### src/rtl/ysyx_22050550_pcgen_pkg.sv
// Shared definitions for the fetch PC generator: defaults and FSM state encoding.
package ysyx_22050550_pcgen_pkg;
  localparam int unsigned ysyx_22050550_XLEN    = 32;
  localparam logic [31:0] ysyx_22050550_RESET_PC = 32'h8000_0000;
  localparam int unsigned ysyx_22050550_InstBus = 4;
  localparam int unsigned ysyx_22050550_EPOCH_W = 2;

  typedef enum logic [1:0] {
    ST_BOOT = 2'd0,
    ST_RUN  = 2'd1,
    ST_HALT = 2'd2
  } pcgen_state_e;
endpackage

### src/rtl/ysyx_22050550_pcgen_if.sv
// Fetch-request handshake between the PC generator (master) and the IFU (slave).
interface ysyx_22050550_pcgen_if #(
  parameter int unsigned XLEN    = 32,
  parameter int unsigned EPOCH_W = 2
);
  logic               out_valid;
  logic               out_ready;
  logic [XLEN-1:0]    out_pc;
  logic [EPOCH_W-1:0] out_epoch;

  modport master (output out_valid, out_pc, out_epoch, input  out_ready);
  modport slave  (input  out_valid, out_pc, out_epoch, output out_ready);
endinterface

### src/rtl/ysyx_22050550_pcgen_redir_sel.sv
// Redirect priority mux (exception > mret > branch) with target alignment.
module ysyx_22050550_pcgen_redir_sel #(
  parameter int unsigned XLEN       = 32,
  parameter int unsigned INST_BYTES = 4
) (
  input  logic            exc_valid,
  input  logic [XLEN-1:0] exc_pc,
  input  logic            mret_valid,
  input  logic [XLEN-1:0] mret_pc,
  input  logic            br_valid,
  input  logic [XLEN-1:0] br_pc,
  output logic            redir,
  output logic [XLEN-1:0] tgt
);
  localparam logic [XLEN-1:0] ALIGN_MASK = ~(XLEN'(INST_BYTES - 1));

  logic [XLEN-1:0] sel_pc;

  always_comb begin
    sel_pc = br_pc;
    if (exc_valid)       sel_pc = exc_pc;
    else if (mret_valid) sel_pc = mret_pc;
  end

  assign redir = exc_valid | mret_valid | br_valid;
  assign tgt   = sel_pc & ALIGN_MASK;
endmodule

### src/rtl/ysyx_22050550_pcgen.sv
// Fetch PC generator: sequential/redirect next-PC, stall-time redirect buffering,
// epoch tagging of each request and a sticky halt.
module ysyx_22050550_pcgen
  import ysyx_22050550_pcgen_pkg::*;
#(
  parameter int unsigned     XLEN       = ysyx_22050550_XLEN,
  parameter logic [XLEN-1:0] RESET_PC   = XLEN'(ysyx_22050550_RESET_PC),
  parameter int unsigned     INST_BYTES = ysyx_22050550_InstBus,
  parameter int unsigned     EPOCH_W    = ysyx_22050550_EPOCH_W
) (
  input  logic                clk,
  input  logic                rst,
  input  logic                exc_valid,
  input  logic [XLEN-1:0]     exc_pc,
  input  logic                mret_valid,
  input  logic [XLEN-1:0]     mret_pc,
  input  logic                br_valid,
  input  logic [XLEN-1:0]     br_pc,
  input  logic                halt,
  ysyx_22050550_pcgen_if.master fetch,
  output logic [EPOCH_W-1:0]  cur_epoch,
  output logic                halted
);
  pcgen_state_e       state_q, state_d;
  logic [XLEN-1:0]    pc_q, pc_d, pend_pc_q, pend_pc_d;
  logic               pend_valid_q, pend_valid_d;
  logic [EPOCH_W-1:0] epoch_q, epoch_d, out_epoch_q, out_epoch_d;
  logic               halt_req_q, halt_req_d;
  logic               out_valid_q, out_valid_d;
  logic               halted_q, halted_d;
  logic               redir, fire, halt_now;
  logic [XLEN-1:0]    tgt;
  logic [EPOCH_W-1:0] epoch_inc;

  ysyx_22050550_pcgen_redir_sel #(.XLEN(XLEN), .INST_BYTES(INST_BYTES)) u_redir_sel (
    .exc_valid (exc_valid),
    .exc_pc    (exc_pc),
    .mret_valid(mret_valid),
    .mret_pc   (mret_pc),
    .br_valid  (br_valid),
    .br_pc     (br_pc),
    .redir     (redir),
    .tgt       (tgt)
  );

  assign fire      = out_valid_q & fetch.out_ready;
  assign halt_now  = halt | halt_req_q;
  assign epoch_inc = epoch_q + EPOCH_W'(1);

  always_comb begin
    state_d      = state_q;
    pc_d         = pc_q;
    pend_valid_d = pend_valid_q;
    pend_pc_d    = pend_pc_q;
    epoch_d      = epoch_q;
    out_epoch_d  = out_epoch_q;
    halt_req_d   = halt_req_q;
    unique case (state_q)
      ST_BOOT: begin
        // A redirect seen before the first request becomes that request.
        if (redir) begin
          pc_d        = tgt;
          epoch_d     = epoch_inc;
          out_epoch_d = epoch_inc;
        end
        halt_req_d = halt_now;
        state_d    = halt_now ? ST_HALT : ST_RUN;
      end
      ST_RUN: begin
        if (redir) epoch_d = epoch_inc;
        if (fire) begin
          pend_valid_d = 1'b0;
          if (redir) begin
            pc_d        = tgt;
            out_epoch_d = epoch_inc;
          end else if (pend_valid_q) begin
            pc_d        = pend_pc_q;
            out_epoch_d = epoch_q;
          end else begin
            pc_d        = pc_q + XLEN'(INST_BYTES);
            out_epoch_d = epoch_q;
          end
        end else if (redir) begin
          // Request is stalled: park the newest target until it is accepted.
          pend_valid_d = 1'b1;
          pend_pc_d    = tgt;
        end
        halt_req_d = halt_now;
        if (halt_now && fire) state_d = ST_HALT;
      end
      default: state_d = ST_HALT;
    endcase
    out_valid_d = (state_d == ST_RUN);
    halted_d    = (state_d == ST_HALT);
  end

  always_ff @(posedge clk or negedge rst) begin
    if (!rst) begin
      state_q      <= ST_BOOT;
      pc_q         <= RESET_PC;
      pend_valid_q <= 1'b0;
      pend_pc_q    <= '0;
      epoch_q      <= '0;
      out_epoch_q  <= '0;
      halt_req_q   <= 1'b0;
      out_valid_q  <= 1'b0;
      halted_q     <= 1'b0;
    end else begin
      state_q      <= state_d;
      pc_q         <= pc_d;
      pend_valid_q <= pend_valid_d;
      pend_pc_q    <= pend_pc_d;
      epoch_q      <= epoch_d;
      out_epoch_q  <= out_epoch_d;
      halt_req_q   <= halt_req_d;
      out_valid_q  <= out_valid_d;
      halted_q     <= halted_d;
    end
  end

  assign fetch.out_valid = out_valid_q;
  assign fetch.out_pc    = pc_q;
  assign fetch.out_epoch = out_epoch_q;
  assign cur_epoch       = epoch_q;
  assign halted          = halted_q;
endmodule

### src/flat_wrapper.sv
// flat-port wrapper written by rule: the top's interface ports become plain ports
module ysyx_22050550_pcgen_flat import ysyx_22050550_pcgen_pkg::*;
#(
  parameter int unsigned     XLEN       = ysyx_22050550_XLEN,
  parameter logic [XLEN-1:0] RESET_PC   = XLEN'(ysyx_22050550_RESET_PC),
  parameter int unsigned     INST_BYTES = ysyx_22050550_InstBus,
  parameter int unsigned     EPOCH_W    = ysyx_22050550_EPOCH_W
)
  (clk, rst, exc_valid, exc_pc, mret_valid, mret_pc, br_valid, br_pc, halt, cur_epoch, halted, fetch_out_valid, fetch_out_pc, fetch_out_epoch, fetch_out_ready);
  ysyx_22050550_pcgen_if #(.XLEN(XLEN), .EPOCH_W(EPOCH_W)) fetch_i ();
  input  logic clk;
  input  logic rst;
  input  logic exc_valid;
  input  logic [XLEN-1:0] exc_pc;
  input  logic mret_valid;
  input  logic [XLEN-1:0] mret_pc;
  input  logic br_valid;
  input  logic [XLEN-1:0] br_pc;
  input  logic halt;
  output logic [EPOCH_W-1:0] cur_epoch;
  output logic halted;
  output wire logic [$bits(fetch_i.out_valid)-1:0] fetch_out_valid;
  output wire logic [$bits(fetch_i.out_pc)-1:0] fetch_out_pc;
  output wire logic [$bits(fetch_i.out_epoch)-1:0] fetch_out_epoch;
  input wire logic [$bits(fetch_i.out_ready)-1:0] fetch_out_ready;
  assign fetch_out_valid = fetch_i.out_valid;
  assign fetch_out_pc = fetch_i.out_pc;
  assign fetch_out_epoch = fetch_i.out_epoch;
  assign fetch_i.out_ready = fetch_out_ready;
  ysyx_22050550_pcgen #(.XLEN(XLEN), .RESET_PC(RESET_PC), .INST_BYTES(INST_BYTES), .EPOCH_W(EPOCH_W)) u_core (.clk(clk), .rst(rst), .exc_valid(exc_valid), .exc_pc(exc_pc), .mret_valid(mret_valid), .mret_pc(mret_pc), .br_valid(br_valid), .br_pc(br_pc), .halt(halt), .fetch(fetch_i), .cur_epoch(cur_epoch), .halted(halted));
endmodule
### config.mk
export PLATFORM = sky130hd
export DESIGN_NAME = ysyx_22050550_pcgen_flat
export DESIGN_NICKNAME = d
export VERILOG_FILES = /design/src/rtl/ysyx_22050550_pcgen_pkg.sv /design/src/rtl/ysyx_22050550_pcgen_if.sv /design/src/rtl/ysyx_22050550_pcgen_redir_sel.sv /design/src/rtl/ysyx_22050550_pcgen.sv /design/src/flat_wrapper.sv
export SDC_FILE = /design/constraint.sdc
export NUM_CORES = 1
export LEC_CHECK = 0
export ABC_AREA = 1
export ABC_CLOCK_PERIOD_IN_PS = 2100
export BUFFER_PORTS_ARGS = -buffer_cell sky130_fd_sc_hd__buf_2
export CAP_MARGIN = 20
export CORE_ASPECT_RATIO = 1.4
export CORE_MARGIN = 2
export CORE_UTILIZATION = 50
export CTS_BUF_LIST = sky130_fd_sc_hd__clkbuf_8
export DETAILED_ROUTE_END_ITERATION = 8
export HOLD_SLACK_MARGIN = 0.08
export PLACE_DENSITY = 0.78
export SETUP_SLACK_MARGIN = 0.02
export SLEW_MARGIN = 20
export SYNTH_ARGS = -nofsm -noshare
export SYNTH_HDL_FRONTEND = slang
export SYNTH_SLANG_ARGS = --single-unit
### constraint.sdc
create_clock -name clk -period 2.1 [get_ports clk]
set_input_delay 0.63 -clock clk [delete_from_list [all_inputs] [get_ports clk]]
set_output_delay 0.63 -clock clk [all_outputs]
set_load 0.01 [all_outputs]
==> reports/metrics.cfg <==
[critical_path]
critical_path.max_stage_delay_ns=0.43
endpoint_kind=register
critPathArrivalTime_ns=2.06
cp-startpoint=u_core.fetch.out_pc[3]
cp_cell_sequence=ha_1, nand2_1, nor2_4, nand2_1, nor2_4, nand3_1, nand2_1, inv_1, nand2_1, nand2_1, nand2_1, nand2_1
reg2reg_from=u_core.fetch.out_pc[3]
worstSetupPathType=register to register
worst_r2r_path_depth=12
setup.worst_path.start_class=register
crit_fanout=5
crit_slowest_cell=dfrtp_1
r2r_setup_slack_ns=0.31
timing.rr.end=u_core.fetch.out_pc[26]
critPathRequiredTime_ns=2.37
cp-endpoint=u_core.fetch.out_pc[26]
timing.critical_path.mode_cell=nand2_1

[pwr]
switching_share_pct=23.3
internal-power_w=0.00229
clkPwrFrac_pct=46.1
p_seq_share_pct=45.1
total_power_w=0.00299
power.leakage_nw=2.92
irDropWorstVdd_mv=0.476
power_density_mw_per_mm2=523
combPwrFrac_pct=8.8
power_switching_w=0.000698

[grt]
grt_usage_pct=28.1
globalRouteOverflowTotal=0
grt_max_degree=71
antenna_found_initial=0
grt_pass1_wl_mm=22.7
grt_pass1_vias=4777

[cells_and_area]
syn_to_final_growth_pct=22.8
drive_gt1_share_pct=22.4
fin_cells=943
n_antenna_cell=0
fillers=860
finalNetCount=935

[routing]
firstDrtPassIters=5
first_iter_violations=336
num_vias=5037
antenna_left=0
wirelength_mm=13.3
drc=0
routedWlPerCell_microns=14.1
vias_per_cell=5.34

[cts]
post_cts_buffers=0
h-tree-depth=3
cts-root-buf=clkbuf_8
ctsResizeCount=0
path_clk_slew_ns=0.08
clk_latency_ns=0.37
tritoncts=yes
cts_max_path_buffers=2
numCtsBuffers=9
postCtsHoldBufs=0
cts_sinks=70

[place]
dp_slack_ns=0.0716
gp_congestion=0.945
hpwl_mm=9.75
dpl.cell_count=927
port_buffers=132

[timing]
tightest_slew_ns=0.512
grt_setup_unrepaired=false
finalMaxSlewViolations=0
timing.final.ws_setup_ns=0.310
relSlewSlack_pct=65.5
hold_viol_final=0
fmax_mhz=559
tns_ns=0
skew_ns=0.00997
fin_crit_sh_pct=85.2
setup_violations=0
fin_crit_ns=1.79

[synthesis]
yosysWarnings=0
yosysSeqAreaShare_pct=37.6
syn-instance-count=710
synth_area_sq_mm=0.00466
ys_types=30
ys_ff_latch=70
synth.avg_cell_area_sq_um=6.56

[floorplanning]
ioPinCount=141
dieArea_sq_mm=0.0101
die_height_microns=118
die_w_microns=85.6
core-area_sq_mm=0.00903
floorplan.rows=41
initial_core_util_pct=51.6

[worst_hold_path]
hold_class=input port to asynchronous set/reset pin

[status]
status=finished clean

[flow_run]
cap_viol_max_count=0

[cell type report]
cell class / count / area [sq um] / area share [%]
Timing Repair Buffer: 146 / 853 / 14.9
Clock inverter: 2 / 60.1 / 1.05
Inverter: 38 / 145 / 2.54
Clock buffer: 14 / 193 / 3.37
Sequential cell: 70 / 1750 / 30.7
Multi-Input combinational cell: 566 / 2580 / 45.1
Tap cell: 107 / 134 / 2.34
[worst min path at each step]
stage / startpoint / endpoint / slack [ns]
global placement: u_core.halt_req_q / u_core.halt_req_q / 0.44
detailed placement: u_core.halt_req_q / u_core.halt_req_q / 0.45
CTS: rst / u_core.fetch.out_pc[29] / 0.29
finish: rst / u_core.fetch.out_pc[2] / 0.26
global route: rst / u_core.fetch.out_pc[6] / 0.32
floorplan: rst / u_core.cur_epoch[0] / 0.33
[cell usage in the layout, fill, tap and decap left out, types with 2 or more instances in the layout]
master       n
a21oi_1     43
a21oi_2     10
buf_12       7
buf_2      132
buf_4        7
bufinv_16    2
clkbuf_8    14
conb_1       2
dfrtp_1     69
inv_1       35
inv_2        2
mux2_2       4
nand2_1    300
nand2_2      2
nand3_1     46
nand3b_1     3
nor2_1      55
nor2_4       2
o211ai_1     4
o21ai_0     68
o21ai_1      2
o31ai_1      4
xnor2_1      2
xor2_1      13
[stage by stage]
| stage | area [sq um] | hold slack (ns) | utilization, % |
|---|---|---|---|
| floorplan | 4660 | 0.334 | - |
| global placement | 5460 | 0.442 | 60.5 |
| detailed placement | 5460 | 0.452 | 60.5 |
| CTS | 5720 | 0.287 | 63.3 |
| global route | 5720 | 0.317 | 63.3 |
| finish | 5720 | 0.261 | 63.3 |
[worst max-delay path, delay by kind of cell, from the launching register on]
kind          cells  cell delay [ns]
simple gates     10             1.04
buf+inv           1             0.04
fa+ha+maj         1             0.19
flops             1             0.43
[state kept, by name, indices dropped and copies added (netlist names)]
register / count
u_core.fetch.out_valid: 1
u_core.pend_pc_q: 30
u_core.pend_valid_q: 1
u_core.fetch.out_pc: 30
u_core.cur_epoch: 2
u_core.fetch.out_epoch: 2
u_core.state_q: 2
u_core.halted: 1
u_core.halt_req_q: 1
[power by group through the flow]
stage	Combinational, W	Sequential [W]	Clock (W)
floorplan	0.000111	0.00137	0
global route	0.000301	0.00135	0.00144
global placement	0.000257	0.00137	0
finish	0.000264	0.00135	0.00138
detailed placement	0.000265	0.00137	0
CTS	0.000265	0.00135	0.00139
[cells in the mapped netlist (all sizes together)]
library cell	instances	area [sq um]
a21oi	53	303
nor3	1	5.00
buf	18	118
xor2	13	114
o211ai	4	30.0
o22ai	1	20.0
nand3	47	235
mux2	4	45.0
clkbuf	19	71.3
nor2	58	235
nand3b	3	22.5
o31ai	4	30.0
o21ai	70	350
dfrtp	69	1730
nand2	302	1140
dfstp	1	26.3
inv	38	145
xnor2	2	17.5
o21bai	1	7.51
ha	1	12.5
conb	1	3.75
[cells by family (layout without fill, tap and decap cells)]
group	count (synthesis)	after routing	synth area share, %
other cells	1	2	0.0805
xor+xnor	15	15	2.82
flops	70	70	37.6
buf+inv	75	200	7.17
mux	4	4	0.967
fa+ha+maj	1	1	0.269
compound gates	133	133	15.9
simple gates	411	411	35.1
[layer usage]
layer | wire (microns) | GRT usage, % | share of wire [%] | vias to the layer above
met3 | 727 | 3.49 | 5.5 | 26
met4 | 284 | 11.8 | 2.1 | 0
met5 | 0 | 0 | 0 | -
met1 | 5880 | 38.0 | 44 | 2312
li1 | - | - | - | 2515
met2 | 6420 | 45.2 | 48 | 184
(Power assumes the default switching activity.)
